**config.mk**
```make
export PLATFORM = sky130hd
export DESIGN_NAME = wm8731_cfg_sequencer
export DESIGN_NICKNAME = d
export VERILOG_FILES = /design/src/rtl/wm8731_cfg_sequencer.sv
export SDC_FILE = /design/constraint.sdc
export NUM_CORES = 1
export LEC_CHECK = 0
export BUFFER_PORTS_ARGS = -buffer_cell sky130_fd_sc_hd__buf_2
export CAP_MARGIN = 40
export CORE_UTILIZATION = 55
export CTS_BUF_LIST = sky130_fd_sc_hd__clkbuf_16
export DETAILED_ROUTE_END_ITERATION = 8
export PLACE_DENSITY = 0.9
export SLEW_MARGIN = 20
export SYNTH_ARGS = -nofsm -noshare
export SYNTH_HDL_FRONTEND = slang
export SYNTH_SLANG_ARGS = --single-unit
```
**constraint.sdc**
```tcl
create_clock -name i_clk -period 3.6 [get_ports i_clk]
set_input_delay 0.36 -clock i_clk [delete_from_list [all_inputs] [get_ports i_clk]]
set_output_delay 0.36 -clock i_clk [all_outputs]
set_load 0.05 [all_outputs]
```
**src/rtl/wm8731_cfg_sequencer.sv**
```systemverilog
// WM8731 register-write sequencer: plays the power-up table through the I2C frame
// engine with retry/timeout handling, then serves single runtime register writes.
`timescale 1ns/1ps
module wm8731_cfg_sequencer #(
  parameter logic [7:0] DEV_ADDR   = 8'h34,
  parameter int         MAX_RETRY  = 3,
  parameter int         GAP_CYCLES = 4,
  parameter int         TIMEOUT    = 2048
) (
  input  logic        i_clk,
  input  logic        i_rst,
  input  logic        i_start,
  input  logic        i_req,
  input  logic [15:0] i_req_data,
  output logic        o_req_ack,
  output logic        o_tx_start,
  output logic [23:0] o_tx_data,
  input  logic        i_tx_done,
  input  logic        i_tx_nack,
  output logic        o_busy,
  output logic        o_init_done,
  output logic        o_error
);
  localparam int RW = (MAX_RETRY < 1) ? 1 : $clog2(MAX_RETRY + 1);
  localparam int TW = $clog2(TIMEOUT + 1);
  localparam logic [RW-1:0] RETRY_MAX = RW'(MAX_RETRY);
  localparam logic [7:0]    GAP_LAST  = 8'(GAP_CYCLES - 1);
  localparam logic [TW-1:0] TO_LAST   = TW'(TIMEOUT - 1);

  typedef enum logic [3:0] {
    IDLE, INIT_ISSUE, INIT_WAIT, INIT_GAP, READY,
    REQ_ISSUE, REQ_WAIT, REQ_GAP, ERROR
  } state_t;

  state_t          state, state_nxt;
  logic [2:0]      idx, idx_nxt;
  logic [RW-1:0]   retry, retry_nxt;
  logic [7:0]      gap_cnt, gap_nxt;
  logic [TW-1:0]   to_cnt, to_nxt;
  logic [23:0]     tx_data, data_nxt;
  logic            ack_q, ack_nxt;

  function automatic logic [15:0] init_word(input logic [2:0] i);
    case (i)
      3'd0:    init_word = 16'h1E00;
      3'd1:    init_word = 16'h0815;
      3'd2:    init_word = 16'h0A00;
      3'd3:    init_word = 16'h0C00;
      3'd4:    init_word = 16'h0E42;
      3'd5:    init_word = 16'h1019;
      3'd6:    init_word = 16'h1201;
      default: init_word = 16'h0000;
    endcase
  endfunction

  always_ff @(posedge i_clk or posedge i_rst) begin
    if (i_rst) begin
      state   <= IDLE;
      idx     <= '0;
      retry   <= '0;
      gap_cnt <= '0;
      to_cnt  <= '0;
      tx_data <= '0;
      ack_q   <= 1'b0;
    end else begin
      state   <= state_nxt;
      idx     <= idx_nxt;
      retry   <= retry_nxt;
      gap_cnt <= gap_nxt;
      to_cnt  <= to_nxt;
      tx_data <= data_nxt;
      ack_q   <= ack_nxt;
    end
  end

  always_comb begin
    state_nxt = state;
    idx_nxt   = idx;
    retry_nxt = retry;
    gap_nxt   = gap_cnt;
    to_nxt    = to_cnt;
    data_nxt  = tx_data;
    ack_nxt   = 1'b0;
    case (state)
      IDLE, ERROR: begin
        if (i_start) begin
          idx_nxt   = '0;
          retry_nxt = '0;
          data_nxt  = {DEV_ADDR, init_word(3'd0)};
          state_nxt = INIT_ISSUE;
        end
      end
      INIT_ISSUE: begin
        to_nxt    = '0;
        state_nxt = INIT_WAIT;
      end
      REQ_ISSUE: begin
        to_nxt    = '0;
        state_nxt = REQ_WAIT;
      end
      INIT_WAIT, REQ_WAIT: begin
        if (i_tx_done || (to_cnt == TO_LAST)) begin
          gap_nxt = '0;
          if (i_tx_done && !i_tx_nack) begin
            retry_nxt = '0;
            if (state == INIT_WAIT) idx_nxt = idx + 3'd1;
            state_nxt = (state == INIT_WAIT) ? INIT_GAP : REQ_GAP;
          end else if (retry != RETRY_MAX) begin
            retry_nxt = retry + RW'(1);
            state_nxt = (state == INIT_WAIT) ? INIT_GAP : REQ_GAP;
          end else begin
            state_nxt = ERROR;
          end
        end else if (to_cnt != TO_LAST) begin
          to_nxt = to_cnt + TW'(1);
        end
      end
      INIT_GAP: begin
        // idx only reaches 7 on a success, so any other value means issue idx (new or retried)
        if (gap_cnt == GAP_LAST) begin
          if (idx == 3'd7) begin
            state_nxt = READY;
          end else begin
            data_nxt  = {DEV_ADDR, init_word(idx)};
            state_nxt = INIT_ISSUE;
          end
        end else begin
          gap_nxt = gap_cnt + 8'd1;
        end
      end
      READY: begin
        // the ack cycle is committed: the accepted request goes out next
        if (ack_q) begin
          state_nxt = REQ_ISSUE;
        end else if (i_start) begin
          idx_nxt   = '0;
          retry_nxt = '0;
          data_nxt  = {DEV_ADDR, init_word(3'd0)};
          state_nxt = INIT_ISSUE;
        end else if (i_req) begin
          ack_nxt  = 1'b1;
          data_nxt = {DEV_ADDR, i_req_data};
        end
      end
      REQ_GAP: begin
        if (gap_cnt == GAP_LAST) begin
          state_nxt = (retry != '0) ? REQ_ISSUE : READY;
        end else begin
          gap_nxt = gap_cnt + 8'd1;
        end
      end
      default: state_nxt = IDLE;
    endcase
  end

  assign o_tx_start  = (state == INIT_ISSUE) || (state == REQ_ISSUE);
  assign o_tx_data   = tx_data;
  assign o_req_ack   = ack_q;
  assign o_busy      = (state != IDLE) && (state != READY) && (state != ERROR);
  assign o_init_done = (state == READY);
  assign o_error     = (state == ERROR);

endmodule

```
==> reports/summary.txt <==
GRT
-------------------------------------------------------------------------
Via count of the first global-routing pass                          2,247
Antenna violations before repair                                        0
Wire length of the first global-routing pass                    10,140 um
Global-route usage over all layers                                 24.43%
Largest net degree at the start of global routing                      32
Grt total ovfl                                                          0

DRT
-------------------------------------------------------------------------
Drt total wl                                                      6080 um
First-iteration detailed-routing DRC count                            148
Antenna Nets Post-Route                                                 0
Routed WL per cell                                               15.12 um
Number of vias per cell                                             5.851
Remaining DRCs                                                          0
Number of vias in the routed layout                                 2,352
Number of iterations in the first detailed-routing pass                 5

STA
-------------------------------------------------------------------------
Total negative slack for setup checks                                0 ns
Final Hold Fails                                                        0
Final setup fails                                                       0
Worst slew margin                                                  58.48%
Setup Skew                                                     0.01186 ns
Period minus WS final                                            2.376 ns
Unrepaired setup endpoints after global routing                     false
Hold slack                                                     0.04038 ns
Transition time at the pin with the least slew margin           0.6177 ns
Highest clock frequency the design can meet                     420.8 MHz
Final worst path period share                                      66.01%
Pins Over Slew Limit                                                    0

CELLS AND AREA
-------------------------------------------------------------------------
Fill cells                                                            386
Layout overhead on the synthesized area                            13.53%
Most common cell after layout, fill and taps aside           sky130_fd_sc_hd__dfrtp_1
Layout Nets                                                           366
Ratio of cells with drive above 1 in the final layout              23.58%
Leading cell types in the layout, fill and taps excluded     sky130_fd_sc_hd__dfrtp_1, sky130_fd_sc_hd__buf_2, sky130_fd_sc_hd__nand2_1
Diode count                                                             0
Finished layout cell area                                      3182 sq um

SYNTHESIS
-------------------------------------------------------------------------
Primary FF master, synth                                     sky130_fd_sc_hd__dfrtp_1
Post-synthesis average cell area                              9.565 sq um
Syn Std Cell Area                                              2803 sq um
Count of flip-flops with a built-in enable after synthesis              0
Yosys top cell by area                                       sky130_fd_sc_hd__dfrtp_1
Post-synthesis instance total                                         293
Synthesized flop and latch total                                       47
Library cells used by synthesis                                        55
Most area-consuming cells after synthesis                    sky130_fd_sc_hd__dfrtp_1, sky130_fd_sc_hd__nand2_1, sky130_fd_sc_hd__o21ai_0
Async set-reset flop share out of synthesis                        100.0%
Area share of the largest cell type after synthesis                41.96%
Fraction of the yosys area taken by sequential cells               41.96%
Synthesis warning total                                                 0

SETUP PATH
-------------------------------------------------------------------------
Critical-path cell list                                      nand3b_1 -> nor2_1 -> a2bb2oi_4 -> nor2_8 -> mux2_4
Logic depth of the worst path, buffers included                         5
Largest fanout of any net on the critical path                         19
Reg-to-reg critical path startpoint                              state[0]
Depth of the worst register-to-register path                            5
Critical path start-end classification                         reg -> reg
Capturing point of the worst reg2reg path                    o_tx_data[12]
Crit path capture type                                          flip-flop
Arrival time at the worst endpoint                                2.55 ns
Register-to-Register Setup Slack                                  1.22 ns
Data required, critical path                                      3.77 ns
Largest incremental delay on the critical path                    0.66 ns
Nature of the critical path startpoint                          flip-flop
Highest-delay cell along the critical path                   sky130_fd_sc_hd__dfrtp_1
Critical path's top delay family                             simple AND/OR/NAND/NOR gates
Buffers & Inverters on Critical Path                                    0

MIN PATH
-------------------------------------------------------------------------
Worst hold path class                                         in -> async

PWR
-------------------------------------------------------------------------
Leakage power total                                              1.448 nW
Post-layout power                                                1.193 mW
Pwr per Cell Area                                            375.0 nW/um^2
Max VDD drop                                                     354.8 uV

DIE
-------------------------------------------------------------------------
Die Footprint                                                  5385 sq um
Floorplan die height                                             73.39 um
Boundary pin count                                                     51
Standard cell core area                                        4817 sq um
Site row count                                                         25
Initial Utilization                                                58.18%
Chip Width                                                       73.39 um

FLOW RUN
-------------------------------------------------------------------------
Max-cap viol count                                                      0

RUN STATUS
-------------------------------------------------------------------------
Outcome                                                      complete, no violations

CLOCKING
-------------------------------------------------------------------------
CTS Root Cell                                                sky130_fd_sc_hd__clkbuf_16
Count of hold-fix buffers inserted at cts                               0
H-tree depth                                                            2
Clock transition at the registers of the reported paths           0.07 ns
Number of clock buffers inserted by TritonCTS                           5
TritonCTS clock tree                                                  yes
CTS-repair resized insts                                                0
CTS sink cnt                                                           47
Number of buffers added for setup after CTS                             0
CTS Buffer Depth                                                        2
Clock latency on the worst-skew pair                              0.29 ns

PLACEMENT
-------------------------------------------------------------------------
Count of input and output buffers                                      45
Placed Area                                                    3013 sq um
Final weighted congestion in routability-driven placement          0.8036
Post-detailed-placement half-perimeter wirelength                 4314 um

through the flow:
stage	utilization (%)	std cells	setup slack (ns)
2_1_floorplan	-	297	0.8466
3_3_place_gp	61.97	392	1.371
3_5_place_dp	62.55	394	1.237
4_1_cts	66.05	402	1.223
5_1_grt	66.05	402	0.9717
6_report	66.05	402	1.224
how the worst max path moves through the flow:
| stage | endpoint | start | slack [ns] |
|---|---|---|---|
| after floorplan | state[3] | state[0] | 0.85 |
| final | o_tx_data[12] | state[0] | 1.22 |
| after CTS | o_tx_data[12] | state[0] | 1.22 |
| after global routing | o_tx_data[12] | state[0] | 0.97 |
| after detailed placement | o_tx_data[12] | state[0] | 1.24 |
| after global placement | o_tx_data[3] | state[0] | 1.37 |
layout make-up:
cell class	count	area, sq um	area share, %
Clock buffer	5	125.1	3.932
Clock inverter	3	43.79	1.376
Inverter	8	30.03	0.9438
Multi-Input combinational cell	221	1440	45.26
Sequential cell	47	1176	36.96
Tap cell	67	83.83	2.635
Timing Repair Buffer	51	282.8	8.887
flip-flops by register name (all words and copies together) (netlist names):
register and cells:
retry 2, state 4, o_req_ack 1, gap_cnt 8, to_cnt 12, o_tx_data 17
idx 3
synthesized netlist by cell type, types with 2 or more instances:
library cell	number
sky130_fd_sc_hd__dfrtp_1	47
sky130_fd_sc_hd__nand2_1	36
sky130_fd_sc_hd__o21ai_0	27
sky130_fd_sc_hd__a21oi_1	21
sky130_fd_sc_hd__nor2_1	20
sky130_fd_sc_hd__o31ai_1	13
sky130_fd_sc_hd__ha_1	10
sky130_fd_sc_hd__buf_4	8
sky130_fd_sc_hd__inv_1	8
sky130_fd_sc_hd__nand3_1	8
sky130_fd_sc_hd__nor3_1	6
sky130_fd_sc_hd__buf_2	5
sky130_fd_sc_hd__mux2_4	5
sky130_fd_sc_hd__nand2b_1	5
sky130_fd_sc_hd__o22ai_1	5
sky130_fd_sc_hd__mux2i_1	4
sky130_fd_sc_hd__nor2b_1	4
sky130_fd_sc_hd__nor4_1	4
sky130_fd_sc_hd__or3_1	4
sky130_fd_sc_hd__xnor2_1	4
sky130_fd_sc_hd__buf_6	3
sky130_fd_sc_hd__nand4_1	3
sky130_fd_sc_hd__o22a_1	3
sky130_fd_sc_hd__a22o_1	2
sky130_fd_sc_hd__clkbuf_1	2
sky130_fd_sc_hd__nand3b_1	2
sky130_fd_sc_hd__nand4b_1	2
sky130_fd_sc_hd__nor3b_1	2
sky130_fd_sc_hd__nor4b_1	2
sky130_fd_sc_hd__or2_2	2
sky130_fd_sc_hd__xor2_1	2
cells by family after synthesis:
logic type	after synthesis	synth area share, %
AND/OR/NAND/NOR	112	22.19
buffers and inverters	29	7.410
AO/OA/AOI/OAI	78	17.46
XOR/XNOR	6	1.875
other	1	0.1338
adder cells (fa/ha/maj)	10	4.464
multiplexers	10	4.509
flip-flops	47	41.96
power breakdown:
part           internal [mW]  switching [mW]
clock network          0.328           0.199
logic                 0.0353          0.0865
registers              0.538         0.00676
total                  0.901           0.293
per-layer routing:
layer | routed length, um | GRT usage (%)
met4 | 91 | 9.402
met1 | 2633 | 29.91
met3 | 350 | 4.390
met2 | 3005 | 42.80
met5 | 0 | 0
(Power assumes the default switching activity.)
